==> src/rtl/spi_flash_seq.sv <==
// spi_flash_seq
// Turns one user request into a complete SPI flash operation on top of the
// single-frame flash wrapper. The sequence is an optional write-enable frame
// (0x06), then the main frame, then optional read-status (0x05) polling until
// WIP clears or the poll timeout expires.
//
// Ports
//   clk, rstn                 clock, asynchronous active-low reset
//   req_*                     request handshake and fields, latched on accept
//   done_o / err_o / busy_o   end-of-operation pulse, timeout flag, activity
//   f_start_o, f_*_o          frame start pulse and frame fields to the wrapper
//   f_done_i                  end-of-frame pulse from the wrapper
//   f_rx_* / rx_*             RX words; passed straight through except while
//                             polling, when the sequencer consumes status words
module spi_flash_seq #(
    parameter int ADDR_W    = 24,
    parameter int NUM_CS    = 1,
    parameter int TIMEOUT_W = 20,
    parameter int POLL_GAP  = 16,
    localparam int CSW      = (NUM_CS > 1) ? $clog2(NUM_CS) : 1
) (
    input  logic              clk,
    input  logic              rstn,
    input  logic              req_valid_i,
    output logic              req_ready_o,
    input  logic [7:0]        req_cmd_i,
    input  logic [ADDR_W-1:0] req_addr_i,
    input  logic              req_has_addr_i,
    input  logic [1:0]        req_mode_i,
    input  logic              req_rd_wr_i,
    input  logic [7:0]        req_count_i,
    input  logic [4:0]        req_dummy_i,
    input  logic [CSW-1:0]    req_cs_i,
    input  logic              req_wren_i,
    input  logic              req_poll_i,
    output logic              done_o,
    output logic              err_o,
    output logic              busy_o,
    output logic              f_start_o,
    output logic [7:0]        f_cmd_o,
    output logic [ADDR_W-1:0] f_addr_o,
    output logic              f_has_addr_o,
    output logic [1:0]        f_mode_o,
    output logic              f_rd_wr_o,
    output logic [7:0]        f_count_o,
    output logic [4:0]        f_dummy_o,
    output logic [CSW-1:0]    f_cs_o,
    input  logic              f_done_i,
    input  logic [31:0]       f_rx_data_i,
    input  logic              f_rx_valid_i,
    output logic              f_rx_ready_o,
    output logic [31:0]       rx_data_o,
    output logic              rx_valid_o,
    input  logic              rx_ready_i
);
    localparam int            GW       = (POLL_GAP > 1) ? $clog2(POLL_GAP) : 1;
    localparam logic [GW-1:0] GAP_LAST = GW'(POLL_GAP - 1);

    typedef enum logic [3:0] {
        S_IDLE, S_WREN, S_WREN_W, S_MAIN, S_MAIN_W,
        S_POLL, S_POLL_W, S_POLL_RX, S_GAP, S_FIN
    } state_t;

    typedef struct packed {
        logic [7:0]        cmd;
        logic [ADDR_W-1:0] addr;
        logic              has_addr;
        logic [1:0]        mode;
        logic              rd_wr;
        logic [7:0]        count;
        logic [4:0]        dummy;
    } frame_t;

    localparam frame_t WREN_FR = '{cmd: 8'h06, addr: {ADDR_W{1'b0}}, has_addr: 1'b0,
                                   mode: 2'b00, rd_wr: 1'b0, count: 8'd0, dummy: 5'd0};
    localparam frame_t POLL_FR = '{cmd: 8'h05, addr: {ADDR_W{1'b0}}, has_addr: 1'b0,
                                   mode: 2'b01, rd_wr: 1'b1, count: 8'd0, dummy: 5'd0};

    state_t                 state;
    frame_t                 fr;       // frame currently presented to the wrapper
    frame_t                 main_fr;  // latched main frame
    frame_t                 req_fr;
    logic                   poll_req;
    logic                   poll_en;
    logic                   owned;
    logic [TIMEOUT_W-1:0]   tcnt;
    logic [GW-1:0]          gap_cnt;

    always_comb begin
        req_fr = '{cmd: req_cmd_i, addr: req_addr_i, has_addr: req_has_addr_i,
                   mode: req_mode_i, rd_wr: req_rd_wr_i, count: req_count_i,
                   dummy: req_dummy_i};
    end

    // A read that moves data cannot be followed by a status poll.
    assign poll_en = poll_req && (!main_fr.rd_wr || main_fr.mode == 2'b00);
    assign owned   = (state == S_POLL) || (state == S_POLL_W) ||
                     (state == S_POLL_RX) || (state == S_GAP);

    assign f_cmd_o      = fr.cmd;
    assign f_addr_o     = fr.addr;
    assign f_has_addr_o = fr.has_addr;
    assign f_mode_o     = fr.mode;
    assign f_rd_wr_o    = fr.rd_wr;
    assign f_count_o    = fr.count;
    assign f_dummy_o    = fr.dummy;

    // Status words never reach the user while polling.
    assign rx_data_o    = f_rx_data_i;
    assign rx_valid_o   = owned ? 1'b0 : f_rx_valid_i;
    assign f_rx_ready_o = owned ? (state == S_POLL_RX) : rx_ready_i;

    always_ff @(posedge clk or negedge rstn) begin
        if (!rstn) begin
            state       <= S_IDLE;
            fr          <= '0;
            main_fr     <= '0;
            poll_req    <= 1'b0;
            f_cs_o      <= '0;
            tcnt        <= '0;
            gap_cnt     <= '0;
            req_ready_o <= 1'b1;
            busy_o      <= 1'b0;
            done_o      <= 1'b0;
            err_o       <= 1'b0;
            f_start_o   <= 1'b0;
        end else begin
            f_start_o <= 1'b0;
            done_o    <= 1'b0;
            // Saturating timeout count; only inspected in POLL_RX.
            if (owned && !(&tcnt))
                tcnt <= tcnt + 1'b1;
            case (state)
                S_IDLE: if (req_valid_i) begin
                    main_fr     <= req_fr;
                    poll_req    <= req_poll_i;
                    f_cs_o      <= req_cs_i;
                    err_o       <= 1'b0;
                    req_ready_o <= 1'b0;
                    busy_o      <= 1'b1;
                    f_start_o   <= 1'b1;
                    if (req_wren_i) begin
                        fr    <= WREN_FR;
                        state <= S_WREN;
                    end else begin
                        fr    <= req_fr;
                        state <= S_MAIN;
                    end
                end
                S_WREN: state <= S_WREN_W;
                S_WREN_W: if (f_done_i) begin
                    fr        <= main_fr;
                    f_start_o <= 1'b1;
                    state     <= S_MAIN;
                end
                S_MAIN: state <= S_MAIN_W;
                S_MAIN_W: if (f_done_i) begin
                    if (poll_en) begin
                        fr        <= POLL_FR;
                        tcnt      <= '0;
                        f_start_o <= 1'b1;
                        state     <= S_POLL;
                    end else begin
                        done_o <= 1'b1;
                        state  <= S_FIN;
                    end
                end
                S_POLL: state <= S_POLL_W;
                S_POLL_W: if (f_done_i) state <= S_POLL_RX;
                S_POLL_RX: if (f_rx_valid_i) begin
                    if (!f_rx_data_i[0]) begin
                        done_o <= 1'b1;
                        state  <= S_FIN;
                    end else if (&tcnt) begin
                        done_o <= 1'b1;
                        err_o  <= 1'b1;
                        state  <= S_FIN;
                    end else begin
                        gap_cnt <= '0;
                        state   <= S_GAP;
                    end
                end
                S_GAP: begin
                    if (gap_cnt == GAP_LAST) begin
                        f_start_o <= 1'b1;
                        state     <= S_POLL;
                    end else begin
                        gap_cnt <= gap_cnt + 1'b1;
                    end
                end
                S_FIN: begin
                    busy_o      <= 1'b0;
                    req_ready_o <= 1'b1;
                    state       <= S_IDLE;
                end
                default: state <= S_IDLE;
            endcase
        end
    end
endmodule

==> config.mk <==
export PLATFORM = sky130hd
export DESIGN_NAME = spi_flash_seq
export DESIGN_NICKNAME = d
export VERILOG_FILES = /design/src/rtl/spi_flash_seq.sv
export SDC_FILE = /design/constraint.sdc
export NUM_CORES = 1
export LEC_CHECK = 0
export ABC_CLOCK_PERIOD_IN_PS = 5600
export BUFFER_PORTS_ARGS = -buffer_cell sky130_fd_sc_hd__buf_2
export CELL_PAD_IN_SITES_DETAIL_PLACEMENT = 1
export CELL_PAD_IN_SITES_GLOBAL_PLACEMENT = 1
export CORE_UTILIZATION = 43
export CTS_CLUSTER_DIAMETER = 200
export DETAILED_ROUTE_END_ITERATION = 10
export GPL_ROUTABILITY_DRIVEN = 1
export PLACE_DENSITY = 0.89
export REMOVE_ABC_BUFFERS = 1
export SLEW_MARGIN = 40
export SYNTH_ARGS = -nofsm -noshare
export SYNTH_HDL_FRONTEND = slang
export SYNTH_SLANG_ARGS = --single-unit
==> constraint.sdc <==
create_clock -name clk -period 5.6 [get_ports clk]
set_clock_uncertainty 0.05 [all_clocks]
set_input_delay 1.4 -clock clk [delete_from_list [all_inputs] [get_ports clk]]
set_output_delay 1.4 -clock clk [all_outputs]
set_load 0.05 [all_outputs]
# Word-level counts from Yosys, hierarchy flattened
# Index checks and enable logic that the tools add are counted.
dict set report totals {
  ff_bits 133
  latch_bits 0
  ramBits 0
  mem_bits_ro 0
  inputBits 90
  output_inout_bits 89
  elab_cells 116
  n_memories 0
}
dict set report op_classes {
  add_sub_neg 2
  multipliers 0
  div_mod_pow 0
  order_cmp 0
  n_eq_ne 21
  shift 0
  muxes 48
  n_bitwise 0
  reduce_logical 21
}
# op count
set op_table {}
lappend op_table {{49-bit 2-to-1 mux} 5}
lappend op_table {{49-bit one-hot mux with 3 select lines} 1}
lappend op_table {{20-bit 2-to-1 mux} 4}
lappend op_table {{4-bit 2-to-1 mux} 11}
lappend op_table {{4-bit one-hot mux with 9 select lines} 1}
lappend op_table {{20-bit by 1-bit adder with 20-bit output (second input constant)} 1}
lappend op_table {{20-bit AND reduction} 1}
lappend op_table {{1-bit 2-to-1 mux} 19}
lappend op_table {{2-bit != test (second input constant)} 9}
lappend op_table {{4-bit by 3-bit equality test with 1-bit output (second input constant)} 4}
lappend op_table {{5-bit AND reduction} 3}
lappend op_table {{4-bit equality test (second input constant)} 3}
lappend op_table {{4-bit by 2-bit equality test with 1-bit output (second input constant)} 2}
lappend op_table {{1-bit one-hot mux with 2 select lines} 4}
lappend op_table {{4-bit one-hot mux with 2 select lines} 1}
lappend op_table {{6-bit AND reduction} 1}
lappend op_table {{2-bit nonzero test} 3}
lappend op_table {{4-bit by 1-bit adder with 4-bit output (second input constant)} 1}
lappend op_table {{4-bit by 1-bit equality test with 1-bit output (second input constant)} 1}
lappend op_table {{4-bit zero test} 1}
lappend op_table {{1-bit logical OR} 4}
lappend op_table {{2-bit by 1-bit != test with 1-bit output (second input constant)} 2}
lappend op_table {{1-bit one-hot mux with 4 select lines} 1}
lappend op_table {{2-bit AND reduction} 2}
lappend op_table {{other kinds (5)} 7}

# Longest topological paths before layout
dict set report logic_depth {
  depth_word 9
  ltp_mapped 7
  mapped_depth_nobuf 6
}

# Worst setup path before layout
# Ideal clock, no wire load.
dict set report synth_timing {
  path_kind {input port to output port}
  startpoint {input port f_rx_valid_i}
  endpoint {output port rx_valid_o}
  arrival_time_ns 1.807
  required_ns 4.150
  slack_ns 2.343
  stages 1
  n_path_buf 0
  cell_sequence {and2_1}
}
dict set report synth_between {
  elab_chain_cells 1
}
# item line_no
set synth_rtl {}
lappend synth_rtl {{from (decl)} 50} ;# input logic f_rx_valid_i,
lappend synth_rtl {{1-bit 2-to-1 mux} 110} ;# assign rx_valid_o = owned ? 1'b0 : f_rx_valid_i;
lappend synth_rtl {{to (decl)} 53} ;# output logic rx_valid_o,
# No other way between the ends.

# Worst setup path after layout
dict set report layout_timing {
  startpoint {register state[0]}
  endpoint {output port rx_valid_o}
}
dict set report layout_between {
  elab_chain_cells 5
  elab_cells_between_ends 8
  classes_between {eq/ne: 4; mux: 1; reduce/logical: 3}
}
# item line_no
set layout_rtl {}
lappend layout_rtl {{from (decl)} 79} ;# state_t state;
lappend layout_rtl {{from (signal assigned)} 115} ;# state <= S_IDLE;
lappend layout_rtl {{from (signal assigned)} 144} ;# state <= S_WREN;
lappend layout_rtl {{from (signal assigned)} 147} ;# state <= S_MAIN;
lappend layout_rtl {{4-bit by 3-bit equality test with 1-bit output} 97} ;# assign owned = (state == S_POLL) || (state == S_POLL_W) ||
lappend layout_rtl {{1-bit logical OR (2 in a row)} 97}
lappend layout_rtl {{1-bit logical OR *} 98} ;# (state == S_POLL_RX) || (state == S_GAP);
lappend layout_rtl {{1-bit 2-to-1 mux *} 110}
# Every way passes the cells marked *; elsewhere a longest branch is shown, timed or not.

==> out/results.tsv <==
stage	metric	value	unit
floorplanning	die_h	121.7	um
clock_network	cts.clk_slew.worst_paths	60	ps
clock_network	cts_hold_buf	0	
clock_network	post_cts_buffers	0	
synthesis	yosysSeqAreaShare	54.09	%
worst_hold_path	hp-class	flip-flop to flip-flop	
power	power_switching_share	45.63	%
sta	clock.fmax	267.2	MHz
worst_setup_path	critical_path_class	flip-flop to output pin	
sta	hold_violations	0	
synthesis	syn_inst	576	
synthesis	synth_area	6156	sq um
detailed_routing	vias	4954	
worst_setup_path	crit_fanout	18	
detailed_routing	antenna_left	0	
sta	slew-limit-headroom	44.87	%
cells_and_area	drive_above_1_share	32.12	%
detailed_routing	wl_per_cell	21.73	um
power	combPwrFrac	43.7	%
clock_network	cts_sinks	133	
sta	whs	434.9	ps
detailed_routing	drt_wl_total	18300	um
clock_network	cts_resized	0	
detailed_routing	drc	0	
worst_setup_path	end_kind	output pin	
power	power_frac_clock	21.7	%
floorplanning	io_pins	179	
clock_network	cts_root_buffer	clkbuf_16	
detailed_routing	first_pass_iters	6	
worst_setup_path	cpPeakStageDelay	710	ps
place	numPortBuffers	116	
worst_setup_path	required	4150	ps
cells_and_area	final_area	7289	sq um
place	dp_hpwl	11550	um
sta	final_max_slew_viol_count	0	
worst_setup_path	arrival	2290	ps
synthesis	synthArstFlopShare	100.0	%
power	intPower	2.858	mW
clock_network	clock_path_buffers	2	
sta	final.min_clock_period	3743	ps
detailed_routing	drt-initial-drc-count	247	
worst_setup_path	start_kind	flip-flop	
synthesis	avgSynthCellArea	10.69	sq um
power	leakage	3.181	nW
cells_and_area	fin_util	52.31	%
synthesis	synth_cell_types	51	
sta	period_share	66.83	%
global_routing	antenna_found_initial	2	
detailed_routing	viasPerCell	5.884	
power	seq_power_share	34.6	%
clock_network	worst_skew_pair.late_latency	420	ps
cells_and_area	area_delta_synth_final	18.41	%
sta	setup_slack	1857	ps
power	pwr_density_cell	721.0	nW/um^2
power	ir_drop	0.4813	mV
global_routing	grt_max_degree	70	
global_routing	grt_first_pass_wirelength	29050	um
synthesis	synth_top_area_share	53.66	%
worst_setup_path	path_cells	nor3_1, a2bb2oi_2, and2_1, buf_2	
sta	setup_viol	0	
floorplanning	initial_core_util	44.18	%
clock_network	cts_buffers	17	
power	power_switching	2.398	mW
global_routing	grt_overflow	0	
worst_setup_path	critPathSlowestCell	dfrtp_1	
floorplanning	coreArea	13930	sq um
cells_and_area	final_cells	842	
global_routing	grt_pass1_vias	5345	
floorplanning	num_rows	43	
sta	rsz0062_at_grt	false	
synthesis	synth_seq_cells	133	
status	outcome	complete, no violations	
sta	tightest_slew	819.4	ps
place	dpl-instance-area	6678	sq um
floorplanning	die_w	121.7	um
cells_and_area	fillCellCount	1518	
cells_and_area	nNetsFinal	741	
place	post-place-cells	810	
clock_network	h-tree-depth	4	
synthesis	yosysTopAreaCell	dfrtp_1	
synthesis	synth.area.top_cells	dfrtp_1 54%, mux2_2 9.3%, a22oi_1 5.5%	
clock_network	cts_tree	built	
job	cap_violations	0	
place	pre_cts_slack	1948	ps
synthesis	ys_warn_count	0	
synthesis	synthFlopType	dfrtp_1	
global_routing	track_usage	26.21	%
floorplanning	die_area	14800	sq um
synthesis	synth_edf_count	0	
place	place_congestion	0.8731	
[cells in the final DEF (no fill, tap or decap), types with 8 or more instances in the layout]
master,Yosys,layout
clkbuf_16,0,17
a21oi_1,60,60
nor3_1,10,10
nand3_1,16,15
buf_2,7,115
a22oi_1,45,45
nand2_1,25,24
mux2_2,51,51
a31oi_1,8,8
nor2_1,59,59
o21ai_0,10,10
dfrtp_1,132,132
[layer usage]
layer	GRT usage (%)	up-vias	wire length, um
li1	-	2218	-
met1	30.46	2529	7342
met2	42.22	171	9001
met3	12.55	36	1646
met4	8.333	0	309
met5	3.472	-	0
[cell families (layout without fill, tap and decap cells)]
kind of cell | count (synthesis) | in the layout | synth area share [%]
simple gates | 156 | 156 | 12.62
compound gates | 151 | 151 | 15.55
flops | 133 | 133 | 54.09
buf+inv | 74 | 158 | 6.606
mux | 57 | 57 | 10.30
xor+xnor | 3 | 3 | 0.4269
fa+ha+maj | 2 | 2 | 0.4064
other cells | 0 | 2 | 0
[flip-flops by register name (all words and copies together), names as in the netlist]
name / cells
main_fr: 49
f_addr_o: 24
tcnt: 20
f_cmd_o: 8
f_count_o: 8
f_dummy_o: 5
gap_cnt: 4
state: 4
f_mode_o: 2
busy_o: 1
done_o: 1
err_o: 1
f_cs_o: 1
f_has_addr_o: 1
f_rd_wr_o: 1
f_start_o: 1
poll_req: 1
req_ready_o: 1
[Yosys cell counts, types with 6 or more instances]
cell,count
inv_1,6
o31ai_1,6
nor2_1,59
mux2_2,51
nand3_1,16
clkbuf_1,25
o21ai_0,10
nand2_1,25
buf_4,32
mux2i_1,6
a22oi_1,45
nand4_1,7
a31oi_1,8
or4_1,6
dfrtp_1,132
nor3_1,10
buf_2,7
a21oi_1,60
[power by group through the flow]
| stage | Combinational [mW] | Sequential, mW | Clock, mW |
|---|---|---|---|
| global placement | 2.15 | 1.75 | 0 |
| floorplan | 1.02 | 2.40 | 0 |
| detailed placement | 2.27 | 1.80 | 0 |
| global route | 2.48 | 1.88 | 1.19 |
| CTS | 2.31 | 1.81 | 1.15 |
| finish | 2.30 | 1.82 | 1.14 |
[worst max-delay path: cells and delay by family (launching register included)]
kind / cells / cell delay, ps
compound gates: 1 / 490
buf+inv: 1 / 250
flops: 1 / 710
simple gates: 2 / 400
[final timing paths]
| kind | from | endpoint | slack [ps] | cells after the start |
|---|---|---|---|---|
| max | state[0] | rx_valid_o | 1860 | 4 |
| max in group asynchronous | rstn | req_ready_o | 3760 | 2 |
| min in group asynchronous | rstn | main_fr[4] | 900 | 1 |
| max reg2reg | state[0] | f_cmd_o[6] | 2310 | 6 |
| min reg2reg | err_o | err_o | 430 | 1 |
| min | err_o | err_o | 430 | 1 |
[final cells by class]
type / count / area (sq um) / share of cell area, %
Timing Repair Buffer: 122 / 656.9 / 9.011
Inverter: 6 / 22.52 / 0.3090
Tap cell: 180 / 225.2 / 3.090
Antenna cell: 2 / 5.005 / 0.06866
Multi-Input combinational cell: 369 / 2454 / 33.66
Clock inverter: 11 / 153.9 / 2.111
Sequential cell: 133 / 3329 / 45.67
Clock buffer: 19 / 442.9 / 6.076
[metrics by stage]
step	setup TNS (ps)	power, mW
CTS	0	5.277
finish	0	5.256
global route	0	5.552
global placement	0	3.904
detailed placement	0	4.066
floorplan	-100400	3.421
(Power assumes the default switching activity.)
